$ cat config.mk
export PLATFORM = sky130hd
export DESIGN_NAME = bsg_mul_iterative
export DESIGN_NICKNAME = d
export VERILOG_FILES = /design/src/rtl/bsg_mul_iterative_pkg.sv /design/src/rtl/bsg_mul_iter_step.sv /design/src/rtl/bsg_mul_iterative.sv
export SDC_FILE = /design/constraint.sdc
export NUM_CORES = 1
export LEC_CHECK = 0
export ABC_CLOCK_PERIOD_IN_PS = 2200
export BUFFER_PORTS_ARGS = -buffer_cell sky130_fd_sc_hd__buf_2
export CELL_PAD_IN_SITES_DETAIL_PLACEMENT = 1
export CELL_PAD_IN_SITES_GLOBAL_PLACEMENT = 1
export CORE_ASPECT_RATIO = 1.1
export CORE_UTILIZATION = 37
export CTS_CLUSTER_DIAMETER = 120
export DETAILED_ROUTE_END_ITERATION = 16
export PLACE_DENSITY_LB_ADDON = 0.1
export RECOVER_POWER = 50
export SYNTH_ARGS = -nofsm -noshare
export SYNTH_HDL_FRONTEND = slang
export SYNTH_SLANG_ARGS = --single-unit
$ cat constraint.sdc
create_clock -name clk_i -period 2.2 [get_ports clk_i]
set_clock_uncertainty 0.05 [all_clocks]
set_input_delay 0.11 -clock clk_i [delete_from_list [all_inputs] [get_ports clk_i]]
set_output_delay 0.11 -clock clk_i [all_outputs]
set_load 0.1 [all_outputs]
$ cat src/rtl/bsg_mul_iterative_pkg.sv
// Shared types and sizing helpers for the iterative shift-add multiplier.
package bsg_mul_iterative_pkg;

    typedef enum logic [1:0] {
        IDLE = 2'b00,
        BUSY = 2'b01,
        DONE = 2'b10
    } bsg_mul_iter_state_e;

    function automatic int bsg_mul_iter_cnt_width(input int width);
        return $clog2(width + 1);
    endfunction

endpackage

$ cat src/rtl/bsg_mul_iter_step.sv
// One partial-product row: AND the multiplicand with a multiplier bit and add it
// to the running high half, returning the new high half and the bit retired to lo.
module bsg_mul_iter_step
    import bsg_mul_iterative_pkg::*;
#(
    parameter int width_p = 16
) (
    input  logic [width_p-1:0] a_i,
    input  logic               b_bit_i,
    input  logic [width_p-1:0] hi_i,
    output logic [width_p-1:0] hi_o,
    output logic               lsb_o
);

    logic [width_p-1:0] pp_s;
    logic [width_p:0]   sum_s;

    assign pp_s  = a_i & {width_p{b_bit_i}};
    assign sum_s = {1'b0, hi_i} + {1'b0, pp_s};

    // Carry lands in the top bit of hi so no product bit is ever lost.
    assign hi_o  = sum_s[width_p:1];
    assign lsb_o = sum_s[0];

endmodule

$ cat src/rtl/bsg_mul_iterative.sv
// Sequential unsigned multiplier: one shared partial-product row is reused for
// width_p cycles, with valid/ready on the operand side and valid/yumi on the result.
module bsg_mul_iterative
    import bsg_mul_iterative_pkg::*;
#(
    parameter int width_p = 16
) (
    input  logic                 clk_i,
    input  logic                 rst_ni,
    input  logic                 v_i,
    output logic                 ready_o,
    input  logic [width_p-1:0]   a_i,
    input  logic [width_p-1:0]   b_i,
    output logic                 v_o,
    output logic [2*width_p-1:0] result_o,
    input  logic                 yumi_i
);

    localparam int cnt_w_lp = bsg_mul_iter_cnt_width(width_p);

    bsg_mul_iter_state_e state_q;
    logic [width_p-1:0]  a_q;
    logic [width_p-1:0]  b_q;
    logic [width_p-1:0]  hi_q;
    logic [width_p-1:0]  lo_q;
    logic [cnt_w_lp-1:0] cnt_q;
    logic                ready_q;
    logic                v_q;

    logic [width_p-1:0]  step_hi_s;
    logic                step_lsb_s;

    bsg_mul_iter_step #(
        .width_p (width_p)
    ) step_u (
        .a_i     (a_q),
        .b_bit_i (b_q[0]),
        .hi_i    (hi_q),
        .hi_o    (step_hi_s),
        .lsb_o   (step_lsb_s)
    );

    // Control FSM, datapath shift registers and registered handshake outputs.
    always_ff @(posedge clk_i) begin
        if (!rst_ni) begin
            state_q <= IDLE;
            a_q     <= {width_p{1'b0}};
            b_q     <= {width_p{1'b0}};
            hi_q    <= {width_p{1'b0}};
            lo_q    <= {width_p{1'b0}};
            cnt_q   <= {cnt_w_lp{1'b0}};
            ready_q <= 1'b1;
            v_q     <= 1'b0;
        end else begin
            case (state_q)
                IDLE: begin
                    if (v_i) begin
                        a_q     <= a_i;
                        b_q     <= b_i;
                        hi_q    <= {width_p{1'b0}};
                        lo_q    <= {width_p{1'b0}};
                        cnt_q   <= {cnt_w_lp{1'b0}};
                        ready_q <= 1'b0;
                        state_q <= BUSY;
                    end else begin
                        ready_q <= 1'b1;
                        state_q <= IDLE;
                    end
                end
                BUSY: begin
                    hi_q  <= step_hi_s;
                    lo_q  <= {step_lsb_s, lo_q[width_p-1:1]};
                    b_q   <= b_q >> 1;
                    cnt_q <= cnt_q + cnt_w_lp'(1);
                    if (cnt_q == cnt_w_lp'(width_p - 1)) begin
                        v_q     <= 1'b1;
                        state_q <= DONE;
                    end else begin
                        state_q <= BUSY;
                    end
                end
                DONE: begin
                    // Result stays frozen in hi/lo until the consumer takes it.
                    if (yumi_i) begin
                        v_q     <= 1'b0;
                        ready_q <= 1'b1;
                        state_q <= IDLE;
                    end else begin
                        state_q <= DONE;
                    end
                end
                default: begin
                    v_q     <= 1'b0;
                    ready_q <= 1'b1;
                    state_q <= IDLE;
                end
            endcase
        end
    end

    assign ready_o  = ready_q;
    assign v_o      = v_q;
    assign result_o = {hi_q, lo_q};

endmodule

==> run summary <==
=================================================================================
Core region area ...................................................    9490 um^2
Critical setup path kind ........................................... flip-flop to flip-flop
Worst reg2reg path startpoint ......................................       b_q[0]
CTS Root Buffer Type ............................................... sky130_fd_sc_hd__clkbuf_8
Most common cell after layout, fill and taps aside ................. sky130_fd_sc_hd__nand2_1
All-Layer GR Usage .................................................        21.7%
Shortest period the worst path allows ..............................      2.20 ns
Startpoint type of the worst setup path ............................    flip-flop
# DRC ..............................................................            0
Relative max-transition margin .....................................        18.3%
Mean instance size in the synthesized netlist ......................    8.27 um^2
Sequential fraction of the synthesis area ..........................        39.8%
Diode insertion count for antenna repair ...........................            0
CTS tree ...........................................................          yes
Gate power share ...................................................        13.0%
Final hold violation count .........................................            0
Post-Place Worst Slack .............................................   -0.0338 ns
Area of combinational cells with multiple inputs ...................    2180 um^2
Number of buffers added by the clock tree synthesis step ...........            9
TritonRoute pass-1 iters ...........................................            4
Failing checks ..................................................... setup timing
Placed insts .......................................................          629
Deepest clock path buffer count ....................................            2
Synth warnings .....................................................            0
Die area ...........................................................   10300 um^2
Register clock-pin slew on the reported worst setup and hold paths .      0.08 ns
Fraction of layout instances using a drive strength above 1 ........        20.6%
Post-synthesis cell type count .....................................           45
Starting density of the core .......................................        38.7%
Row count ..........................................................           37
Commonest cells after routing, fill and taps aside ................. sky130_fd_sc_hd__nand2_1, sky130_fd_sc_hd__dfxtp_1, sky130_fd_sc_hd__nor2_1
Critical hold path startpoint ......................................      b_i[13]
Area of all placed cells without fillers ...........................    4840 um^2
Total routed wirelength ............................................     11000 um
Area of the mapped netlist .........................................    3670 um^2
Fraction of power spent switching nets .............................        28.1%
Critical Path End Type .............................................    flip-flop
Power density over cell area .......................................  584 nW/um^2
Total negative setup slack .........................................  -0.00288 ns
Maximum achievable frequency .......................................      454 MHz
Gp weighted congestion .............................................        0.828
Fill count .........................................................         1168
Floorplan die height ...............................................       106 um
Number of max-cap violations .......................................            0
Number of antenna violations at the first check in global routing ..            0
Post-route ant nets ................................................            0
Post-DP HPWL .......................................................      7640 um
DRC marker count from the first detailed-route iteration ...........          139
Worst Hold Depth ...................................................            3
Worst path required time ...........................................      2.43 ns
Gate Count Post-Synth ..............................................          444
Global-route wire length before repair .............................     18000 um
Setup slack of the worst register-to-register path .................    -0.003 ns
Cell Area, Placed ..................................................    4280 um^2
Internal power contribution ........................................    0.00203 W
Worst Setup Slack, final ...........................................  -0.00288 ns
Ports placed on the boundary .......................................           70
Largest voltage drop on the vdd net ................................   0.000390 V
Least-Margin Pin Slew ..............................................      1.23 ns
Arrival @ worst endpoint ...........................................      2.43 ns
Unrepaired setup endpoints after global routing ....................         true
Leakage power ......................................................      1.94 nW
Clock Sink Count ...................................................           73
Nets@finish ........................................................          608
Via count ..........................................................         3627
Post-synthesis sequential element count ............................           73
Count of flip-flops with a built-in enable after synthesis .........            0
Net count after synthesis ..........................................          499
Number of standard cells in the layout, taps in and fillers out ....          675
Class of the tightest hold or removal check ........................ primary input to flip-flop
Depth of the most critical reg-to-reg path .........................            9
Largest fanout on the critical path ................................            3
Power share of the sequential group ................................        49.8%
Endpoints failing setup ............................................            1
Area growth from synthesis to layout ...............................        31.8%
Endpoint of the most critical register-to-register path ............     hi_q[13]
Max-slew violation total from the final report .....................            0
Detail-routed via count per cell ...................................         5.37
Overflow left after global routing .................................            0
Most frequently used flop master after synthesis ................... sky130_fd_sc_hd__dfxtp_1
Clock share of power ...............................................        37.2%
Share of async-settable or async-resettable flops after synthesis ..           0%
Die extent in x ....................................................      97.0 um
Clock H-tree levels ................................................            3
Share of the clock period used by the worst path ...................         100%
Pin count of the biggest net entering global routing ...............           59
Insertion delay to the later sink of the worst-skew pair ...........      0.36 ns
Wire length per cell after detailed routing ........................      16.3 um
Net load switching power ...........................................   0.000793 W
Final Util .........................................................        51.0%
Terminating pin of the worst hold path .............................      b_q[13]
Area used by sequential logic in the layout ........................    1490 um^2
Number of buffers added on ports ...................................           69
Via count of the first global-routing pass .........................         3729
Status ............................................................. finished, violations left
=================================================================================
## worst max-delay path, cell delays in order, from the launching register on
cell                        delay [ns]
sky130_fd_sc_hd__dfxtp_2          0.34
sky130_fd_sc_hd__and2_4           0.14
sky130_fd_sc_hd__ha_4             0.13
sky130_fd_sc_hd__inv_2            0.04
sky130_fd_sc_hd__fa_2             0.39
sky130_fd_sc_hd__and2b_2          0.28
sky130_fd_sc_hd__o2111a_1         0.26
sky130_fd_sc_hd__o2111ai_2        0.13
sky130_fd_sc_hd__and3_1           0.18
sky130_fd_sc_hd__o31ai_1          0.17
## layout make-up
| type | count | share of cell area [%] |
|---|---|---|
| multi-input cells | 335 | 45.0 |
| flip-flops and latches | 73 | 30.7 |
| repair buffers | 126 | 16.4 |
| clock buffers | 13 | 3.49 |
| well taps | 117 | 3.03 |
| inverters | 8 | 0.905 |
| clock inverters | 3 | 0.465 |
## synthesized netlist by cell type, types with 2 or more instances
library cell                 n  area share, %
sky130_fd_sc_hd__a211oi_1    3           0.61
sky130_fd_sc_hd__a21boi_0   21            4.3
sky130_fd_sc_hd__a21o_1      2           0.41
sky130_fd_sc_hd__a21oi_1    20            2.7
sky130_fd_sc_hd__a22oi_1    22            4.5
sky130_fd_sc_hd__a31o_1      2           0.48
sky130_fd_sc_hd__a31oi_1     2           0.34
sky130_fd_sc_hd__a32o_1      2           0.55
sky130_fd_sc_hd__and2_1     20            3.4
sky130_fd_sc_hd__and3_1      4           0.68
sky130_fd_sc_hd__buf_1       3           0.31
sky130_fd_sc_hd__buf_2      10            1.4
sky130_fd_sc_hd__clkbuf_1   15            1.5
sky130_fd_sc_hd__dfxtp_1    73             40
sky130_fd_sc_hd__ha_1       18            6.1
sky130_fd_sc_hd__inv_1       7           0.72
sky130_fd_sc_hd__mux2i_1     4            1.1
sky130_fd_sc_hd__nand2_1    60            6.1
sky130_fd_sc_hd__nand2b_1    2           0.34
sky130_fd_sc_hd__nand3_1    10            1.4
sky130_fd_sc_hd__nand4_1     5           0.85
sky130_fd_sc_hd__nor2_1     49            5.0
sky130_fd_sc_hd__nor2b_1    23            3.9
sky130_fd_sc_hd__nor3_1      6           0.82
sky130_fd_sc_hd__o2111ai_1   2           0.48
sky130_fd_sc_hd__o21a_1      4           0.82
sky130_fd_sc_hd__o21ai_0    16            2.2
sky130_fd_sc_hd__o21ai_1     2           0.27
sky130_fd_sc_hd__o21bai_1    3           0.61
sky130_fd_sc_hd__o221ai_1   16            3.8
sky130_fd_sc_hd__o31ai_1     3           0.61
sky130_fd_sc_hd__xor2_1      2           0.48
## metal layers
layer	wire (um)	share of wire [%]	global-route usage, %
met1	4960	45	25.6
met2	5430	49	38.8
met3	347	3.2	3.62
met4	233	2.1	9.06
met5	0	0	0
## worst max path at each step
stage / startpoint / end / slack [ns] / cells after the start
floorplan: b_q[0] / hi_q[7] / -0.03 / 10
global placement: b_q[0] / hi_q[10] / 0.02 / 9
detailed placement: b_q[0] / hi_q[9] / -0.03 / 9
CTS: b_q[0] / hi_q[7] / -0.02 / 9
global route: a_q[0] / hi_q[11] / -0.12 / 9
finish: b_q[0] / hi_q[13] / -0.003 / 9
## state kept, by name, indices dropped and copies added (netlist names)
name / count
cnt_q: 5
v_o: 1
state_q: 2
ready_o: 1
hi_q: 16
lo_q: 16
b_q: 16
a_q: 16
## per-stage QoR
step | hold WS [ns] | total power [W]
finish | 0.00633 | 0.00282
global route | 0.0215 | 0.00295
CTS | 0.00199 | 0.00285
detailed placement | 0.275 | 0.00176
global placement | 0.264 | 0.00176
floorplan | 0.181 | 0.00164
## power groups by stage
| stage | registers [W] | clock network (W) | logic [W] |
|---|---|---|---|
| global placement | 0.00143 | 0 | 0.000322 |
| CTS | 0.00141 | 0.00107 | 0.000369 |
| detailed placement | 0.00144 | 0 | 0.000328 |
| floorplan | 0.00145 | 0 | 0.000191 |
| finish | 0.00141 | 0.00105 | 0.000368 |
| global route | 0.00141 | 0.00113 | 0.000407 |
## kinds of logic after synthesis
family / share of synthesized area [%]
simple gates: 23.9
compound gates: 23.4
flops: 39.8
buf+inv: 4.40
fa+ha+maj: 6.68
mux: 1.09
xor+xnor: 0.716
## what timing repair did
item                                   4_1_cts  5_1_grt
buffers inserted                             0        2
gates resized for setup                      5       20
endpoints found under the hold margin       28        0
setup endpoints to repair                    5       10
hold buffers                                28        0
cloned                                       0        0
pin swaps                                    2       13
Power figures use the tool's default switching activity.
